$ cat src/rtl/cfg_sequencer.sv
// ---------------------------------------------------------------------------
// cfg_sequencer
//
// Streams configuration records into a ROWS x COLS processing-element array.
// Each accepted record (PE instruction, LSU config or SPM config) is presented
// on the one-hot select lines and the inst bus for HOLD cycles. An END record
// fires a single-cycle run pulse and parks the sequencer in DONE, where further
// run pulses can be requested with run_req.
//
// Optional feature macro: CFG_SEQ_RANGE_CHECK_EN
//   defined   : PE/LSU records with out-of-range row/col are accepted but
//               dropped, and err is set sticky until reset.
//   undefined : out-of-range indices give an all-zero select for that field;
//               err is always 0.
//
// Ports
//   clk        in   sole clock, rising edge
//   rst        in   synchronous reset, active low
//   rec_valid  in   record offered
//   rec_ready  out  record accepted when rec_valid & rec_ready
//   rec_kind   in   0=PE 1=LSU 2=SPM 3=END
//   rec_row    in   target row index
//   rec_col    in   target PE column (PE records only)
//   rec_data   in   instruction / SPM configuration word
//   run_req    in   request an extra run pulse while in DONE
//   init_row   out  one-hot row select
//   init_pe    out  one-hot PE select
//   init_lsu   out  LSU configuration strobe
//   init_spm   out  SPM configuration strobe
//   inst       out  configuration word to the array
//   run        out  single-cycle array start pulse
//   busy       out  a record is being presented
//   done       out  configuration finished (END seen)
//   err        out  sticky range error (range-check build only)
//   cfg_count  out  number of accepted PE/LSU/SPM records, saturating
// ---------------------------------------------------------------------------
module cfg_sequencer #(
    parameter int ROWS   = 4,
    parameter int COLS   = 4,
    parameter int INST_W = 48,
    parameter int HOLD   = 3,
    localparam int MAX_RC = (ROWS > COLS) ? ROWS : COLS,
    localparam int IDX_W  = (MAX_RC > 1) ? $clog2(MAX_RC) : 1
) (
    input  logic              clk,
    input  logic              rst,
    input  logic              rec_valid,
    output logic              rec_ready,
    input  logic [1:0]        rec_kind,
    input  logic [IDX_W-1:0]  rec_row,
    input  logic [IDX_W-1:0]  rec_col,
    input  logic [INST_W-1:0] rec_data,
    input  logic              run_req,
    output logic [ROWS-1:0]   init_row,
    output logic [COLS-1:0]   init_pe,
    output logic              init_lsu,
    output logic              init_spm,
    output logic [INST_W-1:0] inst,
    output logic              run,
    output logic              busy,
    output logic              done,
    output logic              err,
    output logic [15:0]       cfg_count
);

    localparam logic [1:0] KIND_PE  = 2'd0;
    localparam logic [1:0] KIND_LSU = 2'd1;
    localparam logic [1:0] KIND_SPM = 2'd2;
    localparam logic [1:0] KIND_END = 2'd3;

    // Hold counter is loaded with HOLD-1 and the record leaves HOLD when it hits 0.
    localparam logic [3:0] HOLD_LOAD = 4'(HOLD - 1);

    typedef enum logic [1:0] {
        ST_IDLE = 2'd0,
        ST_HOLD = 2'd1,
        ST_DONE = 2'd2
    } state_t;

    state_t            state_q,     state_d;
    logic [3:0]        cnt_q,       cnt_d;
    logic              rec_ready_q, rec_ready_d;
    logic [ROWS-1:0]   init_row_q,  init_row_d;
    logic [COLS-1:0]   init_pe_q,   init_pe_d;
    logic              init_lsu_q,  init_lsu_d;
    logic              init_spm_q,  init_spm_d;
    logic [INST_W-1:0] inst_q,      inst_d;
    logic              run_q,       run_d;
    logic              busy_q,      busy_d;
    logic              done_q,      done_d;
    logic              err_q,       err_d;
    logic [15:0]       cfg_count_q, cfg_count_d;

    logic accept_s;
    logic range_bad_s;

    // One-hot decode; indices at or beyond ROWS simply select nothing.
    function automatic logic [ROWS-1:0] row_onehot(input logic [IDX_W-1:0] idx);
        logic [ROWS-1:0] r;
        r = {ROWS{1'b0}};
        for (int i = 0; i < ROWS; i++) begin
            r[i] = (idx == IDX_W'(i));
        end
        return r;
    endfunction

    function automatic logic [COLS-1:0] col_onehot(input logic [IDX_W-1:0] idx);
        logic [COLS-1:0] r;
        r = {COLS{1'b0}};
        for (int i = 0; i < COLS; i++) begin
            r[i] = (idx == IDX_W'(i));
        end
        return r;
    endfunction

    function automatic logic [15:0] sat_inc(input logic [15:0] c);
        return (c == 16'hFFFF) ? c : (c + 16'd1);
    endfunction

`ifdef CFG_SEQ_RANGE_CHECK_EN
    // One extra bit so that ROWS/COLS of exactly 2**IDX_W still compare correctly.
    localparam logic [IDX_W:0] ROWS_LIM = (IDX_W + 1)'(ROWS);
    localparam logic [IDX_W:0] COLS_LIM = (IDX_W + 1)'(COLS);

    // Flags PE/LSU records whose indices fall outside the array.
    always_comb begin
        range_bad_s = 1'b0;
        case (rec_kind)
            KIND_PE:  range_bad_s = ({1'b0, rec_row} >= ROWS_LIM) || ({1'b0, rec_col} >= COLS_LIM);
            KIND_LSU: range_bad_s = ({1'b0, rec_row} >= ROWS_LIM);
            default:  range_bad_s = 1'b0;
        endcase
    end
`else
    // Range checking disabled: every record is presented.
    always_comb begin
        range_bad_s = 1'b0;
    end
`endif

    // Next-state and next-output computation for the sequencer.
    always_comb begin
        accept_s    = rec_valid && rec_ready_q;
        state_d     = state_q;
        cnt_d       = cnt_q;
        init_row_d  = {ROWS{1'b0}};
        init_pe_d   = {COLS{1'b0}};
        init_lsu_d  = 1'b0;
        init_spm_d  = 1'b0;
        inst_d      = {INST_W{1'b0}};
        run_d       = 1'b0;
        done_d      = done_q;
        err_d       = err_q;
        cfg_count_d = cfg_count_q;

        case (state_q)
            ST_IDLE, ST_DONE: begin
                if (accept_s) begin
                    if (rec_kind == KIND_END) begin
                        state_d = ST_DONE;
                        run_d   = 1'b1;
                        done_d  = 1'b1;
                        // The first record after DONE starts a fresh count.
                        if (state_q == ST_DONE) begin
                            cfg_count_d = 16'd0;
                        end else begin
                            cfg_count_d = cfg_count_q;
                        end
                    end else if (range_bad_s) begin
                        // Dropped record: consumed, but state and count untouched.
                        err_d = 1'b1;
                    end else begin
                        state_d = ST_HOLD;
                        cnt_d   = HOLD_LOAD;
                        done_d  = 1'b0;
                        inst_d  = rec_data;
                        if (state_q == ST_DONE) begin
                            cfg_count_d = 16'd1;
                        end else begin
                            cfg_count_d = sat_inc(cfg_count_q);
                        end
                        case (rec_kind)
                            KIND_PE: begin
                                init_row_d = row_onehot(rec_row);
                                init_pe_d  = col_onehot(rec_col);
                            end
                            KIND_LSU: begin
                                init_row_d = row_onehot(rec_row);
                                init_lsu_d = 1'b1;
                            end
                            KIND_SPM: begin
                                init_spm_d = 1'b1;
                            end
                            default: begin
                                inst_d = {INST_W{1'b0}};
                            end
                        endcase
                    end
                end else if ((state_q == ST_DONE) && run_req) begin
                    run_d = 1'b1;
                end else begin
                    run_d = 1'b0;
                end
            end
            ST_HOLD: begin
                if (cnt_q == 4'd0) begin
                    state_d = ST_IDLE;
                end else begin
                    cnt_d      = cnt_q - 4'd1;
                    init_row_d = init_row_q;
                    init_pe_d  = init_pe_q;
                    init_lsu_d = init_lsu_q;
                    init_spm_d = init_spm_q;
                    inst_d     = inst_q;
                end
            end
            default: begin
                state_d = ST_IDLE;
                cnt_d   = 4'd0;
            end
        endcase

        rec_ready_d = (state_d != ST_HOLD);
        busy_d      = (state_d == ST_HOLD);
    end

    // State and registered outputs, with synchronous active-low reset.
    always_ff @(posedge clk) begin
        if (!rst) begin
            state_q     <= ST_IDLE;
            cnt_q       <= 4'd0;
            rec_ready_q <= 1'b1;
            init_row_q  <= {ROWS{1'b0}};
            init_pe_q   <= {COLS{1'b0}};
            init_lsu_q  <= 1'b0;
            init_spm_q  <= 1'b0;
            inst_q      <= {INST_W{1'b0}};
            run_q       <= 1'b0;
            busy_q      <= 1'b0;
            done_q      <= 1'b0;
            err_q       <= 1'b0;
            cfg_count_q <= 16'd0;
        end else begin
            state_q     <= state_d;
            cnt_q       <= cnt_d;
            rec_ready_q <= rec_ready_d;
            init_row_q  <= init_row_d;
            init_pe_q   <= init_pe_d;
            init_lsu_q  <= init_lsu_d;
            init_spm_q  <= init_spm_d;
            inst_q      <= inst_d;
            run_q       <= run_d;
            busy_q      <= busy_d;
            done_q      <= done_d;
            err_q       <= err_d;
            cfg_count_q <= cfg_count_d;
        end
    end

    assign rec_ready = rec_ready_q;
    assign init_row  = init_row_q;
    assign init_pe   = init_pe_q;
    assign init_lsu  = init_lsu_q;
    assign init_spm  = init_spm_q;
    assign inst      = inst_q;
    assign run       = run_q;
    assign busy      = busy_q;
    assign done      = done_q;
    assign err       = err_q;
    assign cfg_count = cfg_count_q;

endmodule

$ cat config.mk
export PLATFORM = sky130hd
export DESIGN_NAME = cfg_sequencer
export DESIGN_NICKNAME = d
export VERILOG_FILES = /design/src/rtl/cfg_sequencer.sv
export SDC_FILE = /design/constraint.sdc
export NUM_CORES = 1
export LEC_CHECK = 0
export BUFFER_PORTS_ARGS = -buffer_cell sky130_fd_sc_hd__buf_2
export CORE_UTILIZATION = 30
export DETAILED_ROUTE_END_ITERATION = 16
export GPL_TIMING_DRIVEN = 0
export HOLD_SLACK_MARGIN = 0.08
export PLACE_DENSITY = 0.59
export SYNTH_ARGS = -nofsm -noshare
export SYNTH_HDL_FRONTEND = slang
export SYNTH_SLANG_ARGS = --single-unit
$ cat constraint.sdc
create_clock -name clk -period 1.9 [get_ports clk]
set_clock_uncertainty 0.05 [all_clocks]
set_input_delay 0.095 -clock clk [delete_from_list [all_inputs] [get_ports clk]]
set_output_delay 0.095 -clock clk [all_outputs]
set_load 0.005 [all_outputs]
# == After elaboration in Yosys (flattened, before gate mapping) ==
# Index checks and enable logic that the tools add are counted.
# word_totals
regBits,84
output_inout_bits,79
inputBits,58
# op_classes
reduce_logical,14
n_addsub,2
eq_ne,20
n_mux,38
# op_table
op,n
two-way mux 48 bit,4
one-hot mux 48 bit (2 select lines),1
two-way mux 16 bit,4
two-way mux 4 bit,10
one-hot mux 4 bit (2 select lines),3
adder 16 x 1 -> 16 bit (second input constant),1
== test 16 bit (second input constant),1
== test 2 bit (second input constant),7
== test 2 x 1 -> 1 bit (second input constant),5
two-way mux 1 bit,10
logical NOT 2 bit,4
inequality test 2 bit (second input constant),4
two-way mux 2 bit,3
inequality test 2 x 1 -> 1 bit (second input constant),3
logical NOT 4 bit,1
one-hot mux 1 bit (2 select lines),2
one-hot mux 2 bit (2 select lines),1
AND reduction 2 bit,2
AND reduction 4 bit,1
OR reduction 2 bit,2
subtractor 4 x 1 -> 4 bit (second input constant),1
AND reduction 3 bit,1
OR reduction 3 bit,1
logical AND 1 bit,2

# == Logic depth before layout (Yosys ltp) ==
# Gate-level depths: netlist (run 1).
# depth
word_depth,6
mapped_depth,7

# == Least setup slack after synthesis (run 1) ==
# Ideal clock, no wire load.
# synth_path
kind,register to register
startpoint,reg cfg_count_q[0] (netlist: cfg_count[0])
endpoint,reg cfg_count_q[4] (netlist: cfg_count[4])
path_slack_ns,0.238
required_ns,1.775
path_buffers,1
period_less_slack_ns,1.662
stages_incl_launch_ff,8
t_arrival_ns,1.537
path_cell_list,dfxtp_1 -> ha_1 -> and4_1 -> nand4_4 -> a21boi_4 -> buf_6 -> a21oi_1 -> o22ai_1
# synth_via
elab_chain_cells,4
# synth_lines
element,line_no,text
start: declaration,92,"logic [15:0] cfg_count_q, cfg_count_d;"
start signal: assignment,256,cfg_count_q <= cfg_count_d;
adder 16 x 1 -> 16 bit,117,return (c == 16'hFFFF) ? c : (c + 16'd1);
two-way mux 16 bit,117,
two-way mux 16 bit,177,if (state_q == ST_DONE) begin
two-way mux 16 bit,159,if (rec_kind == KIND_END) begin
# Several ways; a longest one is shown, not always the timed one. The select of a mux whose other input is x is not followed.
# A chain may end at the register's enable or synchronous reset.

# == Final worst setup path (run 1) ==
# layout_path
startpoint,reg rec_ready_q (netlist: rec_ready)
endpoint,reg cfg_count_q[9] (netlist: cfg_count[9])
# layout_via
elab_chain_cells,2
# layout_lines
element,line_no,text
start: declaration,82,"logic rec_ready_q, rec_ready_d;"
start signal: assignment,246,rec_ready_q <= rec_ready_d;
logical AND 1 bit,143,accept_s = rec_valid && rec_ready_q;
AND reduction 4 bit (no source line),-,
# No other way between the ends.

==> metrics.txt, run 1 <==
top sig layer met4; Tmin final 1.76 ns; DRT Pass-1 Iters 4; flops & latches, synth 84; Worst Setup End Kind flip-flop; post-synthesis instance total 361; count of pins over their slew limit 0; post-synthesis async set-or-reset flop share 0; area share of the largest cell type after synthesis 0.484; Post-synth EDFFs 0; vias after detailed routing between 3,000 and 4,000; share of layout cells above drive strength 1 0.330; Synth Area per Inst between 9 and 10 um^2; most instantiated library cell after synthesis dfxtp_1; Worst-path clk slew 0.07 ns; R2R cell count 6; clk sink count 84; fmax 567 MHz; vias per inst 4.86; Mapped Nets 421; largest net degree at the start of global routing 18; final period utilization 0.928; Rows 38; CP max FO 7; Filler cells approximately 1,100; pwr dens 849 nW/um^2; Setup CP Type reg -> reg; CP required 2.12 ns; total CTS buffers 9; sequential area share after synthesis 0.484; DR iter-0 viols around 170; met3 WL 480 um; GRT overflow 0; final hold vios 0; Synthesis Warnings 0; Max-Cap Viols 0; IO Count about 140; drt drc 0; RR Startpoint rec_ready; die area between 10,000 and 15,000 um^2; gr usage total 0.175; die width 110 um; Commonest cells post-synth dfxtp_1 (84), nor2b_1 (58), a22oi_1 (53); CTS tree built; status completed; Post-DP HPWL 7200 um; worst-case clock buffer depth 2; wire length on met2 ~5000 um; WP data arrival 1.98 ns; Critical Path End cfg_count[9]; Primary FF master, synth dfxtp_1; total routed wirelength slightly above 10,000 um; Worst-Skew Late Latency 0.34 ns; Setup violations, final 0; Worst Hold Class in -> reg; Synth area leader dfxtp_1; drt wl/cell 14.4 um; Yosys cell types 53; # H-tree levels 3; final layout net count 630; Leakage 2.32 nW; initial antenna violation count 0; root buf cell clkbuf_16; crit-path max cell delay 0.44 ns; slowest stage cell, crit path dfxtp_1; ANT cells 0; wire length on met1 4580 um; CP Cell Sequence nand3b_1, nor2_8, a21boi_4, buf_4, or3_1, a21oi_1; total power draw 4.49 mW; FF-to-FF End cfg_count[9]; Slew @ Worst Pin 0.503 ns; Setup crit start rec_ready; first-pass GRT wire length 16,300 um; Slew headroom 0.664; Layout area overhead 52.1%; RSZ-0062 raised after global routing false; Synth area leaders dfxtp_1 (48%), a22oi_1 (11%), nor2b_1 (10%); initial core utilization 0.314; Critical Path Start Type flip-flop; RePlAce Congestion between 0.7 and 0.8; reg-to-reg slack, setup around 0.14 ns; Port Buffers about 140; Post-DP Area 4330 um^2; post-route cell area 5280 um^2; number of global-route vias before repair 3,348; peak supply drop 0.000443 V; Antenna Nets Post-Route 0; die height 110 um; core area around 11,000 um^2; Post-Syn Area 3470 um^2
## worst max-delay path: cells and delay by family, from the launching register on
| kind | cells | cell delay [ns] |
|---|---|---|
| simple gates | 3 | 0.81 |
| compound gates | 2 | 0.23 |
| flops | 1 | 0.44 |
| buf+inv | 1 | 0.16 |
## through the flow
stage	utilization	std cells	hold WS (ns)	setup slack, ns	setup TNS (ns)
2_1_floorplan	-	361	0.208	0.238	0
3_3_place_gp	0.390	636	0.314	-0.212	-1.63
3_5_place_dp	0.390	636	0.328	-0.212	-2.06
4_1_cts	0.472	711	0.138	0.0117	0
5_1_grt	0.477	715	0.171	0.00309	0
6_report	0.477	715	0.139	0.137	0
## cell type report
class	count	area (um^2)	share of cell area
plain buffers	24	135	0.0256
repair buffers	198	1290	0.244
multi-input cells	244	1650	0.313
inverters	9	33.8	0.00639
well taps	140	175	0.0332
clock inverters	7	87.6	0.0166
clock buffers	9	225	0.0426
flip-flops and latches	84	1680	0.318
## sequential cells by signal (all words and copies together), names as in the netlist
| register | cells |
|---|---|
| busy | 1 |
| cfg_count | 16 |
| cnt_q | 4 |
| done | 1 |
| init_lsu | 1 |
| init_pe | 4 |
| init_row | 4 |
| init_spm | 1 |
| inst | 48 |
| rec_ready | 1 |
| run | 1 |
| state_q | 2 |
## metal layers
layer | global-route usage | up-vias
li1 | - | 1719
met1 | 0.215 | 1639
met2 | 0.290 | 95
met3 | 0.0451 | 22
met4 | 0.0705 | 0
met5 | 0 | -
## worst min-delay path by stage
stage            startpoint      endpoint  slack (ns)  cells past startpoint
6_report        rec_kind[1]      init_lsu        0.14                      4
3_3_place_gp   rec_data[35]      inst[35]        0.31                      3
4_1_cts         rec_kind[1]      init_lsu        0.14                      4
3_5_place_dp   rec_data[22]      inst[22]        0.33                      3
2_1_floorplan           rst  cfg_count[3]        0.21                      2
5_1_grt         rec_kind[1]      init_lsu        0.17                      4
## power by group
| part | switching (mW) | leakage (nW) | internal (mW) | total (mW) |
|---|---|---|---|---|
| logic | 0.358 | 1.48 | 0.365 | 0.723 |
| registers | 0.0551 | 0.683 | 1.84 | 1.90 |
| clock network | 0.807 | 0.155 | 1.06 | 1.86 |
## cell usage in the layout (no fill, tap or decap), types with 3 or more instances in the layout
master | netlist | routed
a211oi_1 | 3 | 3
a21oi_1 | 12 | 12
a22oi_1 | 53 | 53
a32oi_1 | 4 | 4
and3_1 | 3 | 3
and4_1 | 3 | 3
buf_2 | 6 | 139
buf_4 | 1 | 7
buf_6 | 2 | 3
clkbuf_1 | 12 | 7
clkbuf_16 | 0 | 9
clkbuf_2 | 0 | 8
dfxtp_1 | 84 | 83
dlygate4sd3_1 | 0 | 57
inv_1 | 9 | 8
inv_6 | 0 | 4
nand2_1 | 23 | 23
nand2b_1 | 4 | 4
nand3_1 | 10 | 10
nand3b_1 | 3 | 3
nand4_1 | 3 | 3
nor2_1 | 12 | 12
nor2b_1 | 58 | 58
nor3_1 | 4 | 4
o21ai_0 | 5 | 5
o22ai_1 | 4 | 4
or3_1 | 4 | 4
## kinds of logic (layout without fill, tap and decap cells)
group,after synthesis,after routing,share of synthesized area
AND/OR/NAND/NOR,140,140,0.246
adder cells (fa/ha/maj),2,2,0.00720
buffers and inverters,33,247,0.0432
other,1,1,0.00108
flip-flops,84,84,0.484
AO/OA/AOI/OAI,98,98,0.211
XOR/XNOR,3,3,0.00756
## repair_timing
item	CTS	global route
buffers inserted	2	4
resized for setup	2	18
endpoints found under the setup margin	40	60
hold buffers	57	0
pin swaps	2	2
hold endpoints to repair	60	0
No activity file was read; power rests on OpenSTA's default activity.
==> run 2: changes to the inputs <==
- clock period: 1.9 -> 2.3 ns (I/O delays scaled with it)
==> run 2 against run 1 <==
Net effect:
- worst setup slack improved by 0.17 ns
- power is 18% lower
- cell count is 0.84% lower
- critical path depth increased by 1
- wire length decreased by 0.44%
- final area decreased by 1.3%
- sequential power shrank 17%
- clock power is 17% lower
- first-iteration DRC count shrank 1.8%
- global-route usage decreased by 0.14 points
- combinational power shrank 21%
- critical path type unchanged
==> metrics.txt, run 2 (same netlist as run 1, synthesis figures left out) <==
status completed (unchanged); most common cell after layout, fill and taps aside buf_2 (unchanged); CP required 2.53 ns (was 2.12 ns); fmax 501 MHz (was 567 MHz); root buf cell clkbuf_16 (unchanged); DR iter-0 viols 166 (was 169); ANT cells 0 (unchanged); Antenna Nets Post-Route 0 (unchanged); Worst Setup End Kind flip-flop (unchanged); Worst Hold Class in -> reg (unchanged); drt drc 0 (unchanged); number of global-route vias before repair 3,321 (was 3,348); largest net degree at the start of global routing 18 (unchanged); P_int 2.67 mW (was 3.27 mW); DRT Pass-1 Iters 4 (unchanged); Setup violations, final 0 (unchanged); worst hold path startpoint rec_kind[1] (unchanged); Layout area overhead 50.1% (was 52.1%); core area 11,100 um^2 (unchanged); gr usage total 0.173 (was 0.175); Largest register FFs 48 (unchanged); setup TNS 0 ns (unchanged); Post-DP HPWL 7200 um (unchanged); total CTS buffers 9 (unchanged); Port Buffers 135 (unchanged); total routed wirelength 10,300 um (about the same); Filler cells 1,062 (was 1,054); Setup crit start cnt_q[0] (was rec_ready); CTS tree built (unchanged); Worst-Skew Late Latency 0.34 ns (about the same); first-pass GRT wire length 16,100 um (was 16,300 um); most frequent cells in the layout buf_2 (141), dfxtp_1 (84), nor2b_1 (58) (was buf_2 (139), dfxtp_1 (83), nor2b_1 (58)); Tmin final 2.00 ns (was 1.76 ns); drt wl/cell 14.5 um (was 14.4 um); Leakage 2.27 nW (was 2.32 nW); Global Route met3 Usage 0.0445 (was 0.0451); Max-Cap Viols 0 (unchanged); IO Count 137 (unchanged); final hold vios 0 (unchanged); WP data arrival 2.22 ns (was 1.98 ns); Multi-input gate area 1650 um^2 (about the same); Combinational Power Share 0.155 (was 0.161); Worst-path clk slew 0.07 ns (about the same); GRT overflow 0 (unchanged); initial antenna violation count 0 (unchanged); initial core utilization 0.314 (unchanged); sw power 1.00 mW (was 1.22 mW); grt met2 use 0.289 (was 0.290); peak supply drop 0.000363 V (was 0.000443 V); RePlAce Congestion 0.756 (unchanged); Fin Hold WS 0.154 ns (was 0.139 ns); clock network fraction of total power 0.418 (was 0.415); pwr dens 705 nW/um^2 (was 849 nW/um^2); final layout net count 624 (was 630); final period utilization 0.868 (was 0.928); most crowded layer after global routing met2 (unchanged); worst-case clock buffer depth 2 (unchanged); die area 12,000 um^2 (unchanged); vias per inst 4.86 (about the same); Switching Fraction 0.273 (was 0.272); met1 Resource Use GR 0.214 (was 0.215); Critical Path Start Type flip-flop (unchanged); RSZ-0062 raised after global routing false (unchanged); vias after detailed routing 3,448 (was 3,475); Slew headroom 0.666 (was 0.664); # H-tree levels 3 (unchanged); die height 110 um (unchanged); Rows 38 (unchanged); register area 1680 um^2 (about the same); share of layout cells above drive strength 1 0.304 (was 0.330); CP max FO 10 (was 7); Setup CP Type reg -> reg (unchanged); RR Startpoint cnt_q[0] (was rec_ready); clk sink count 84 (unchanged); Slew @ Worst Pin 0.501 ns (was 0.503 ns); die width 110 um (unchanged); sequential share of power 0.427 (was 0.423); count of pins over their slew limit 0 (unchanged)
[run 2: cell types whose count changed in the layout (fill, tap and decap cells not counted)]
cell,previous run,this run
buf_1,0,3
buf_2,139,141
buf_4,7,1
buf_6,3,2
clkbuf_1,7,12
clkbuf_2,8,0
clkbuf_4,1,0
dfxtp_1,83,84
dfxtp_2,1,0
ha_1,1,2
ha_2,1,0
inv_1,8,9
inv_2,1,0
[run 2: worst max-delay path: stages, from the launching register on]
cell,delay (ns)
dfxtp_1,0.36
inv_1,0.06
ha_1,0.26
a211oi_4,0.36
buf_2,0.30
buf_2,0.27
o21ai_0,0.15
inv_1,0.12
[run 2: timing repair]
item,CTS,global route
endpoints found under the hold margin,58,0
hold buffers,57,0
gates resized for setup,0,1
setup buffers,0,0
endpoints found under the setup margin,0,1
[run 2: final timing paths]
check,slack [ns],endpoint,depth (start not counted)
worst max register to register,0.30,busy,7
worst max-delay path,0.30,busy,7
worst min register to register,0.46,cfg_count[1],2
worst min-delay path,0.15,init_lsu,4
[run 2: area by class of cell]
type	count	area share
buffer	24	0.0223
clock buffer	9	0.0432
clock inverter	7	0.0168
inverter	9	0.00648
multi-input combinational	244	0.316
sequential	84	0.322
tap	140	0.0336
timing repair buffer	192	0.239
[run 2: per-stage QoR]
step                      std cells  total power [mW]  utilization  cell area (um^2)  worst slack [ns]
after floorplan                 361              1.89            -              3470             0.638
after CTS                       709              3.71        0.470              5210             0.173
after global routing            709              3.84        0.471              5220            0.0924
after detailed placement        636              2.09        0.390              4330             0.188
final                           709              3.68        0.471              5220             0.304
after global placement          636              2.07        0.390              4330             0.188
[run 2: power by group through the flow]
stage,clock (mW),sequential (mW),combinational [mW]
after floorplan,0,1.60,0.295
after global placement,0,1.60,0.478
after detailed placement,0,1.60,0.488
after CTS,1.58,1.57,0.564
after global routing,1.63,1.58,0.633
final,1.54,1.57,0.570
[run 2: per-layer routing]
metal,wire [um],vias to the layer above,share of wire
li1,-,1713,-
met1,4620,1624,0.45
met2,4920,91,0.48
met3,460,20,0.045
met4,260,0,0.025
met5,0,-,0
